==> src/rtl/multicycle_ctrl_fsm_pkg.sv <==
// Shared types and constants for the multicycle RISC-V control FSM.
// State encoding, ALU operation codes, opcode/funct constants, datapath
// mux select codes and a small instruction classifier used by the FSM.
package ctrl_pkg;

    typedef enum logic [3:0] {
        FETCH    = 4'd0,
        DECODE   = 4'd1,
        EXEC_R   = 4'd2,
        EXEC_I   = 4'd3,
        WB_ALU   = 4'd4,
        MEM_ADDR = 4'd5,
        MEM_RD   = 4'd6,
        MEM_WR   = 4'd7,
        WB_MEM   = 4'd8,
        BR_CMP   = 4'd9,
        BR_TAKE  = 4'd10,
        BR_NEXT  = 4'd11,
        HALT     = 4'd12
    } state_t;

    typedef enum logic [2:0] {
        ALU_PASS = 3'b000,
        ALU_ADD  = 3'b001,
        ALU_SUB  = 3'b010,
        ALU_AND  = 3'b011,
        ALU_OR   = 3'b100
    } alu_op_t;

    // Instruction families the FSM knows how to sequence
    typedef enum logic [2:0] {
        CL_R   = 3'd0,
        CL_I   = 3'd1,
        CL_LD  = 3'd2,
        CL_SD  = 3'd3,
        CL_BR  = 3'd4,
        CL_BAD = 3'd5
    } instr_class_t;

    localparam logic [6:0] OPC_R      = 7'b0110011;
    localparam logic [6:0] OPC_IMM    = 7'b0010011;
    localparam logic [6:0] OPC_LOAD   = 7'b0000011;
    localparam logic [6:0] OPC_STORE  = 7'b0100011;
    localparam logic [6:0] OPC_BRANCH = 7'b1100011;

    localparam logic [2:0] F3_ADD     = 3'b000;
    localparam logic [2:0] F3_OR      = 3'b110;
    localparam logic [2:0] F3_AND     = 3'b111;
    localparam logic [2:0] F3_DWORD   = 3'b011;
    localparam logic [2:0] F3_BEQ     = 3'b000;
    localparam logic [2:0] F3_BNE     = 3'b001;

    localparam logic [6:0] F7_BASE    = 7'b0000000;
    localparam logic [6:0] F7_ALT     = 7'b0100000;

    localparam logic [2:0] MUXA_PC      = 3'd0;
    localparam logic [2:0] MUXA_REGA    = 3'd1;
    localparam logic [2:0] MUXB_REGB    = 3'd0;
    localparam logic [2:0] MUXB_FOUR    = 3'd1;
    localparam logic [2:0] MUXB_IMM     = 3'd2;
    localparam logic [2:0] MUXB_IMM_SH1 = 3'd3;
    localparam logic [2:0] RFSRC_ALUOUT = 3'd0;
    localparam logic [2:0] RFSRC_MDR    = 3'd1;

    // Map the IR fields onto a supported instruction family (or CL_BAD)
    function automatic instr_class_t classify(input logic [6:0] opcode,
                                              input logic [2:0] funct3,
                                              input logic [6:0] funct7);
        instr_class_t cls;
        cls = CL_BAD;
        case (opcode)
            OPC_R: begin
                if ((funct7 == F7_BASE) &&
                    ((funct3 == F3_ADD) || (funct3 == F3_OR) || (funct3 == F3_AND))) begin
                    cls = CL_R;
                end else if ((funct7 == F7_ALT) && (funct3 == F3_ADD)) begin
                    cls = CL_R;
                end else begin
                    cls = CL_BAD;
                end
            end
            OPC_IMM:    cls = (funct3 == F3_ADD)   ? CL_I  : CL_BAD;
            OPC_LOAD:   cls = (funct3 == F3_DWORD) ? CL_LD : CL_BAD;
            OPC_STORE:  cls = (funct3 == F3_DWORD) ? CL_SD : CL_BAD;
            OPC_BRANCH: cls = ((funct3 == F3_BEQ) || (funct3 == F3_BNE)) ? CL_BR : CL_BAD;
            default:    cls = CL_BAD;
        endcase
        return cls;
    endfunction

    // ALU operation for a legal R-type instruction
    function automatic alu_op_t r_alu_op(input logic [2:0] funct3,
                                         input logic [6:0] funct7);
        alu_op_t op;
        op = ALU_ADD;
        case (funct3)
            F3_ADD:  op = funct7[5] ? ALU_SUB : ALU_ADD;
            F3_AND:  op = ALU_AND;
            F3_OR:   op = ALU_OR;
            default: op = ALU_ADD;
        endcase
        return op;
    endfunction

endpackage

==> src/rtl/multicycle_ctrl_fsm_mem_wait.sv <==
// mem_wait_cnt: wait-cycle counter for memory accesses of MEM_LAT cycles.
// While run is high the counter advances each cycle; done is high during
// the last (MEM_LAT-th) cycle. Outside a wait the count returns to zero,
// so every wait state entered starts a fresh MEM_LAT-cycle window.
module mem_wait_cnt #(
    parameter int MEM_LAT = 1
) (
    input  logic clock,
    input  logic reset,
    input  logic run,
    output logic done
);

    localparam logic [1:0] LAST_CNT = 2'(MEM_LAT - 1);

    logic [1:0] cnt_r;

    // Count elapsed wait cycles; clear when idle or on the final cycle
    always_ff @(posedge clock or posedge reset) begin
        if (reset) begin
            cnt_r <= 2'd0;
        end else if (run && !done) begin
            cnt_r <= cnt_r + 2'd1;
        end else begin
            cnt_r <= 2'd0;
        end
    end

    assign done = run && (cnt_r == LAST_CNT);

endmodule

==> src/rtl/multicycle_ctrl_fsm.sv <==
// multicycle_ctrl_fsm: Moore control FSM for the 64-bit multicycle RISC-V
// datapath (add/sub/and/or, addi, ld, sd, beq, bne; one instruction in flight).
// Optional feature macro ILLEGAL_TRAP_EN: when defined, an unknown encoding
// parks the FSM in HALT with illegal=1 until reset; when undefined it is
// executed as a NOP and illegal stays 0.
module multicycle_ctrl_fsm
    import ctrl_pkg::*;
#(
    parameter int MEM_LAT = 1
) (
    input  logic       clock,
    input  logic       reset,
    input  logic [6:0] opcode,
    input  logic [2:0] funct3,
    input  logic [6:0] funct7,
    input  logic       alu_zero,
    output logic       pc_write,
    output logic       ir_load,
    output logic [2:0] alu_sel,
    output logic [2:0] mux_a_sel,
    output logic [2:0] mux_b_sel,
    output logic       dmem_wr,
    output logic       rf_wr,
    output logic [2:0] rf_src_sel,
    output logic       busy,
    output logic       illegal
);

    state_t       state_r;
    state_t       state_s;
    instr_class_t cls_s;
    logic         wait_run_s;
    logic         wait_done_s;
    logic         br_taken_s;

    assign cls_s      = classify(opcode, funct3, funct7);
    assign wait_run_s = (state_r == FETCH) || (state_r == MEM_RD);
    assign br_taken_s = (funct3 == F3_BEQ) ? alu_zero : !alu_zero;

    mem_wait_cnt #(
        .MEM_LAT (MEM_LAT)
    ) u_mem_wait (
        .clock (clock),
        .reset (reset),
        .run   (wait_run_s),
        .done  (wait_done_s)
    );

    // State register; reset aborts any instruction immediately
    always_ff @(posedge clock or posedge reset) begin
        if (reset) begin
            state_r <= FETCH;
        end else begin
            state_r <= state_s;
        end
    end

    // Next-state sequencing
    always_comb begin
        state_s = state_r;
        case (state_r)
            FETCH:    state_s = wait_done_s ? DECODE : FETCH;
            DECODE: begin
                case (cls_s)
                    CL_R:         state_s = EXEC_R;
                    CL_I:         state_s = EXEC_I;
                    CL_LD, CL_SD: state_s = MEM_ADDR;
                    CL_BR:        state_s = BR_CMP;
`ifdef ILLEGAL_TRAP_EN
                    default:      state_s = HALT;
`else
                    default:      state_s = FETCH;
`endif
                endcase
            end
            EXEC_R:   state_s = WB_ALU;
            EXEC_I:   state_s = WB_ALU;
            WB_ALU:   state_s = FETCH;
            MEM_ADDR: state_s = (cls_s == CL_SD) ? MEM_WR : MEM_RD;
            MEM_RD:   state_s = wait_done_s ? WB_MEM : MEM_RD;
            WB_MEM:   state_s = FETCH;
            MEM_WR:   state_s = FETCH;
            BR_CMP:   state_s = br_taken_s ? BR_TAKE : BR_NEXT;
            BR_TAKE:  state_s = FETCH;
            BR_NEXT:  state_s = FETCH;
`ifdef ILLEGAL_TRAP_EN
            HALT:     state_s = HALT;
`else
            HALT:     state_s = FETCH;
`endif
            default:  state_s = FETCH;
        endcase
    end

    // Output decode from the current state; forced idle while reset is held
    always_comb begin
        pc_write   = 1'b0;
        ir_load    = 1'b0;
        alu_sel    = ALU_ADD;
        mux_a_sel  = MUXA_PC;
        mux_b_sel  = MUXB_REGB;
        dmem_wr    = 1'b0;
        rf_wr      = 1'b0;
        rf_src_sel = RFSRC_ALUOUT;
        busy       = 1'b0;
        illegal    = 1'b0;
        if (!reset) begin
            busy = (state_r != FETCH);
            case (state_r)
                FETCH: begin
                    ir_load = wait_done_s;
                end
                DECODE: begin
                    // PC+4 is always computed; only non-branches commit it here
                    mux_a_sel = MUXA_PC;
                    mux_b_sel = MUXB_FOUR;
`ifdef ILLEGAL_TRAP_EN
                    pc_write  = (cls_s != CL_BR) && (cls_s != CL_BAD);
`else
                    pc_write  = (cls_s != CL_BR);
`endif
                end
                EXEC_R: begin
                    mux_a_sel = MUXA_REGA;
                    mux_b_sel = MUXB_REGB;
                    alu_sel   = r_alu_op(funct3, funct7);
                end
                EXEC_I, MEM_ADDR: begin
                    mux_a_sel = MUXA_REGA;
                    mux_b_sel = MUXB_IMM;
                end
                WB_ALU: begin
                    rf_wr      = 1'b1;
                    rf_src_sel = RFSRC_ALUOUT;
                end
                MEM_RD: begin
                    busy = 1'b1;
                end
                WB_MEM: begin
                    rf_wr      = 1'b1;
                    rf_src_sel = RFSRC_MDR;
                end
                MEM_WR: begin
                    dmem_wr = 1'b1;
                end
                BR_CMP: begin
                    mux_a_sel = MUXA_REGA;
                    mux_b_sel = MUXB_REGB;
                    alu_sel   = ALU_SUB;
                end
                BR_TAKE: begin
                    mux_a_sel = MUXA_PC;
                    mux_b_sel = MUXB_IMM_SH1;
                    pc_write  = 1'b1;
                end
                BR_NEXT: begin
                    mux_a_sel = MUXA_PC;
                    mux_b_sel = MUXB_FOUR;
                    pc_write  = 1'b1;
                end
                HALT: begin
`ifdef ILLEGAL_TRAP_EN
                    illegal = 1'b1;
`else
                    illegal = 1'b0;
`endif
                end
                default: begin
                    busy = 1'b1;
                end
            endcase
        end else begin
            busy = 1'b0;
        end
    end

endmodule
==> config.mk <==
export PLATFORM = sky130hd
export DESIGN_NAME = multicycle_ctrl_fsm
export DESIGN_NICKNAME = d
export VERILOG_FILES = /design/src/rtl/multicycle_ctrl_fsm_pkg.sv /design/src/rtl/multicycle_ctrl_fsm_mem_wait.sv /design/src/rtl/multicycle_ctrl_fsm.sv
export SDC_FILE = /design/constraint.sdc
export NUM_CORES = 1
export LEC_CHECK = 0
export ABC_AREA = 0
export CORE_ASPECT_RATIO = 0.7
export CORE_MARGIN = 2
export CORE_UTILIZATION = 38
export CTS_BUF_LIST = sky130_fd_sc_hd__clkbuf_4 sky130_fd_sc_hd__clkbuf_8 sky130_fd_sc_hd__clkbuf_16
export CTS_CLUSTER_SIZE = 25
export DETAILED_ROUTE_END_ITERATION = 8
export PLACE_DENSITY = 0.76
export RECOVER_POWER = 25
export SLEW_MARGIN = 25
export SYNTH_ARGS = -nofsm -noshare
export SYNTH_HDL_FRONTEND = slang
export SYNTH_SLANG_ARGS = --single-unit
==> constraint.sdc <==
create_clock -name clock -period 2 [get_ports clock]
set_input_delay 0.5 -clock clock [delete_from_list [all_inputs] [get_ports clock]]
set_output_delay 0.5 -clock clock [all_outputs]
set_load 0.01 [all_outputs]
==> flow_metrics.py <==
metrics = {
    "synth": {
        "ys_types": 48,
        "synth-adder-area-share_pct": 1.44,
        "yosys_register_bits": 6,
        "syn-cell-area_um2": 868,
        "synthArstFlopShare_pct": 100,
        "yosysTopAreaCellShare_pct": 17.3,
        "yosys.area_share.simple_pct": 40.6,
        "avgSynthCellArea_um2": 7.55,
        "ys_seq_area_share_pct": 17.3,
        "synthTopCellsByArea": "dfrtp_1 17%, nor2_1 6.9%, buf_4 6.1%, a21oi_1 3.5%, a2111oi_4 3.2%",
        "ys.flop_type": "dfrtp_1",
        "synth_top_family_by_area": "simple AND/OR/NAND/NOR gates",
        "synth_xor_xnor_area_share_pct": 3.03,
        "synth_compound_area_share_pct": 24.8,
        "synth_mux_area_share_pct": 1.15,
        "synth_edf_count": 0,
        "yosys_warnings": 0,
        "synth_largest_area_cell": "dfrtp_1",
        "syn_inst": 115,
    },
    "route": {
        "routed_wl_mm": 3.86,
        "final_antenna_net_count": 0,
        "vias": 1266,
        "wire_per_inst_um": 16.9,
        "vias_per_cell": 5.53,
        "drtIter0Drc": 81,
        "first_pass_iters": 4,
        "drc": 0,
    },
    "setup_path": {
        "r2r_end": "state_r[0]$_DFF_PP0_",
        "crit_type": "input port to output pin",
        "worstPathMaxFanout": 3,
        "start_kind": "input port",
        "regToRegSetupSlack_ps": 350,
        "timing.rr.start": "state_r[2]$_DFF_PP0_",
        "cp.required_ps": 1500,
        "worstRegToRegCells": 6,
        "cp.arrival_ps": 1780,
        "endpoint_kind": "output pin",
    },
    "clock_network": {
        "cts-root-buf": "clkbuf_4",
        "cts.htree.levels": 1,
        "path_clk_slew_ps": 40,
        "clk_latency_ps": 230,
        "cts_sinks": 6,
        "cts_buffers": 3,
        "clock_path_buffers": 2,
        "cts_tree": "done",
    },
    "grt": {
        "grt_usage_pct": 26.9,
        "antenna_found_initial": 0,
        "grt_max_degree": 11,
        "grt_remaining_overflow": 0,
        "grt_pass1_vias": 1196,
        "grt_pass1_wl_mm": 5.33,
    },
    "sta": {
        "fin_crit_sh_pct": 114,
        "rsz0062_at_grt": "true",
        "slew_violations": 0,
        "hold_ws_ps": 420,
        "finalSetupViolCount": 5,
        "worst_slack_ps": -285,
        "fmax_mhz": 438,
        "hold_viol_final": 0,
        "finalSetupTns_ps": -330,
        "finalCriticalPeriod_ps": 2280,
        "clock_skew_ps": 0.438,
    },
    "cells_and_area": {
        "nFillCells": 156,
        "layout_commonest_cell": "buf_4",
        "antenna_cells": 0,
        "finalInstanceArea_um2": 1730,
        "most-common-layout-cells": "47 x buf_4, 11 x nor2_1, 9 x buf_6, 9 x buf_2",
        "drive_above_1_share_pct": 54.8,
        "fin_nets": 220,
        "final_util_pct": 80.4,
        "area_delta_synth_final_pct": 99.4,
        "fin_cells": 229,
    },
    "place": {
        "hpwlAfterDp_mm": 2.40,
        "placed_cells": 212,
        "gp_congestion": 0.896,
        "portBuffers": 31,
        "placed_area_um2": 1470,
    },
    "power_and_ir_drop": {
        "p_leak_uw": 0.000802,
        "power_density_nw_per_um2": 758,
        "peakVddDrop_mv": 0.713,
    },
    "die": {
        "rows": 14,
        "ioPinCount": 38,
        "start_util_pct": 40.3,
        "die_h_um": 44.0,
        "core_area_um2": 2150,
        "die_area_um2": 2690,
        "die_x_um": 61.1,
    },
    "hold_path": {
        "hold_path_end": "u_mem_wait.cnt_r[0]$_DFF_PP0_",
        "hold_depth": 1,
        "hp-start": "u_mem_wait.cnt_r[0]$_DFF_PP0_",
        "hold_class": "register to register",
    },
    "flow_run": {
        "drv_cap": 0,
    },
    "run_status": {
        "violations": "negative setup slack",
        "outcome": "finished, violations left",
    },
}
## registers in the layout, summed over array words and instances (netlist names)
name / cells
state_r: 4
u_mem_wait.cnt_r: 2
## cell type report
type / count / area (µm²) / area share [%]
multi-input combinational: 97 / 796 / 46.0
sequential: 6 / 153 / 8.82
clock buffer: 3 / 22.5 / 1.30
tap: 32 / 40.0 / 2.31
inverter: 5 / 18.8 / 1.08
timing repair buffer: 86 / 702 / 40.5
## critical path, stage by stage
cell	delay (ps)
buf_8	100
and3b_1	200
o41a_1	450
nor3b_2	180
o21ai_1	100
and2_4	160
buf_6	90
## worst max path at each step
| stage | from | endpoint | slack (ps) | depth (start not counted) |
|---|---|---|---|---|
| 3_5_place_dp | funct3[0] | pc_write | -1050 | 7 |
| 4_1_cts | funct3[0] | pc_write | -240 | 7 |
| 3_3_place_gp | funct3[0] | pc_write | -1010 | 7 |
| 2_1_floorplan | funct3[1] | pc_write | -40 | 6 |
| 6_report | funct3[0] | pc_write | -280 | 7 |
| 5_1_grt | funct3[1] | pc_write | -280 | 7 |
## synth_stat cells, types with 3 or more instances
cell and number:
a21oi_1 6, buf_4 7, clkbuf_1 4, dfrtp_1 6
inv_1 4, nand2_1 7, nand3_1 3, nor2_1 16
nor2b_1 3, nor3_1 4, nor4_1 4, o21ai_0 3
o21ai_1 5
## repair_timing
| item | in CTS | in global routing |
|---|---|---|
| pin swaps | 12 | 14 |
| setup buffers | 12 | 4 |
| resized for setup | 100 | 27 |
| setup endpoints to repair | 14 | 12 |
| hold buffers | 0 | 0 |
## logic make-up after synthesis
group / Yosys count
flip-flops: 6
AND/OR/NAND/NOR: 59
other: 1
buffers and inverters: 17
adder cells (fa/ha/maj): 1
XOR/XNOR: 3
AO/OA/AOI/OAI: 27
multiplexers: 1
## report_power, final
group	switching, µW	total [µW]	internal [µW]	leakage, µW
combinational	483	1030	545	0.000710
sequential	32.2	180	148	0.0000779
clock	36.4	104	67.4	0.0000138
total	551	1310	760	0.000802
## metal layers
metal  share of wire (%)  vias up  GRT usage (%)
li1                    -      580              -
met1                  39      618           33.3
met2                  53       62           47.4
met3                 7.1        6           7.16
met4                 1.1        0           3.91
met5                   0        -              0
## per-stage QoR
stage	setup WS [ps]	power (µW)
2_1_floorplan	-44.3	547
3_3_place_gp	-1010	906
3_5_place_dp	-1050	927
4_1_cts	-243	1160
5_1_grt	-284	1400
6_report	-285	1310
Note: power is estimated with default switching activity, not from simulation.
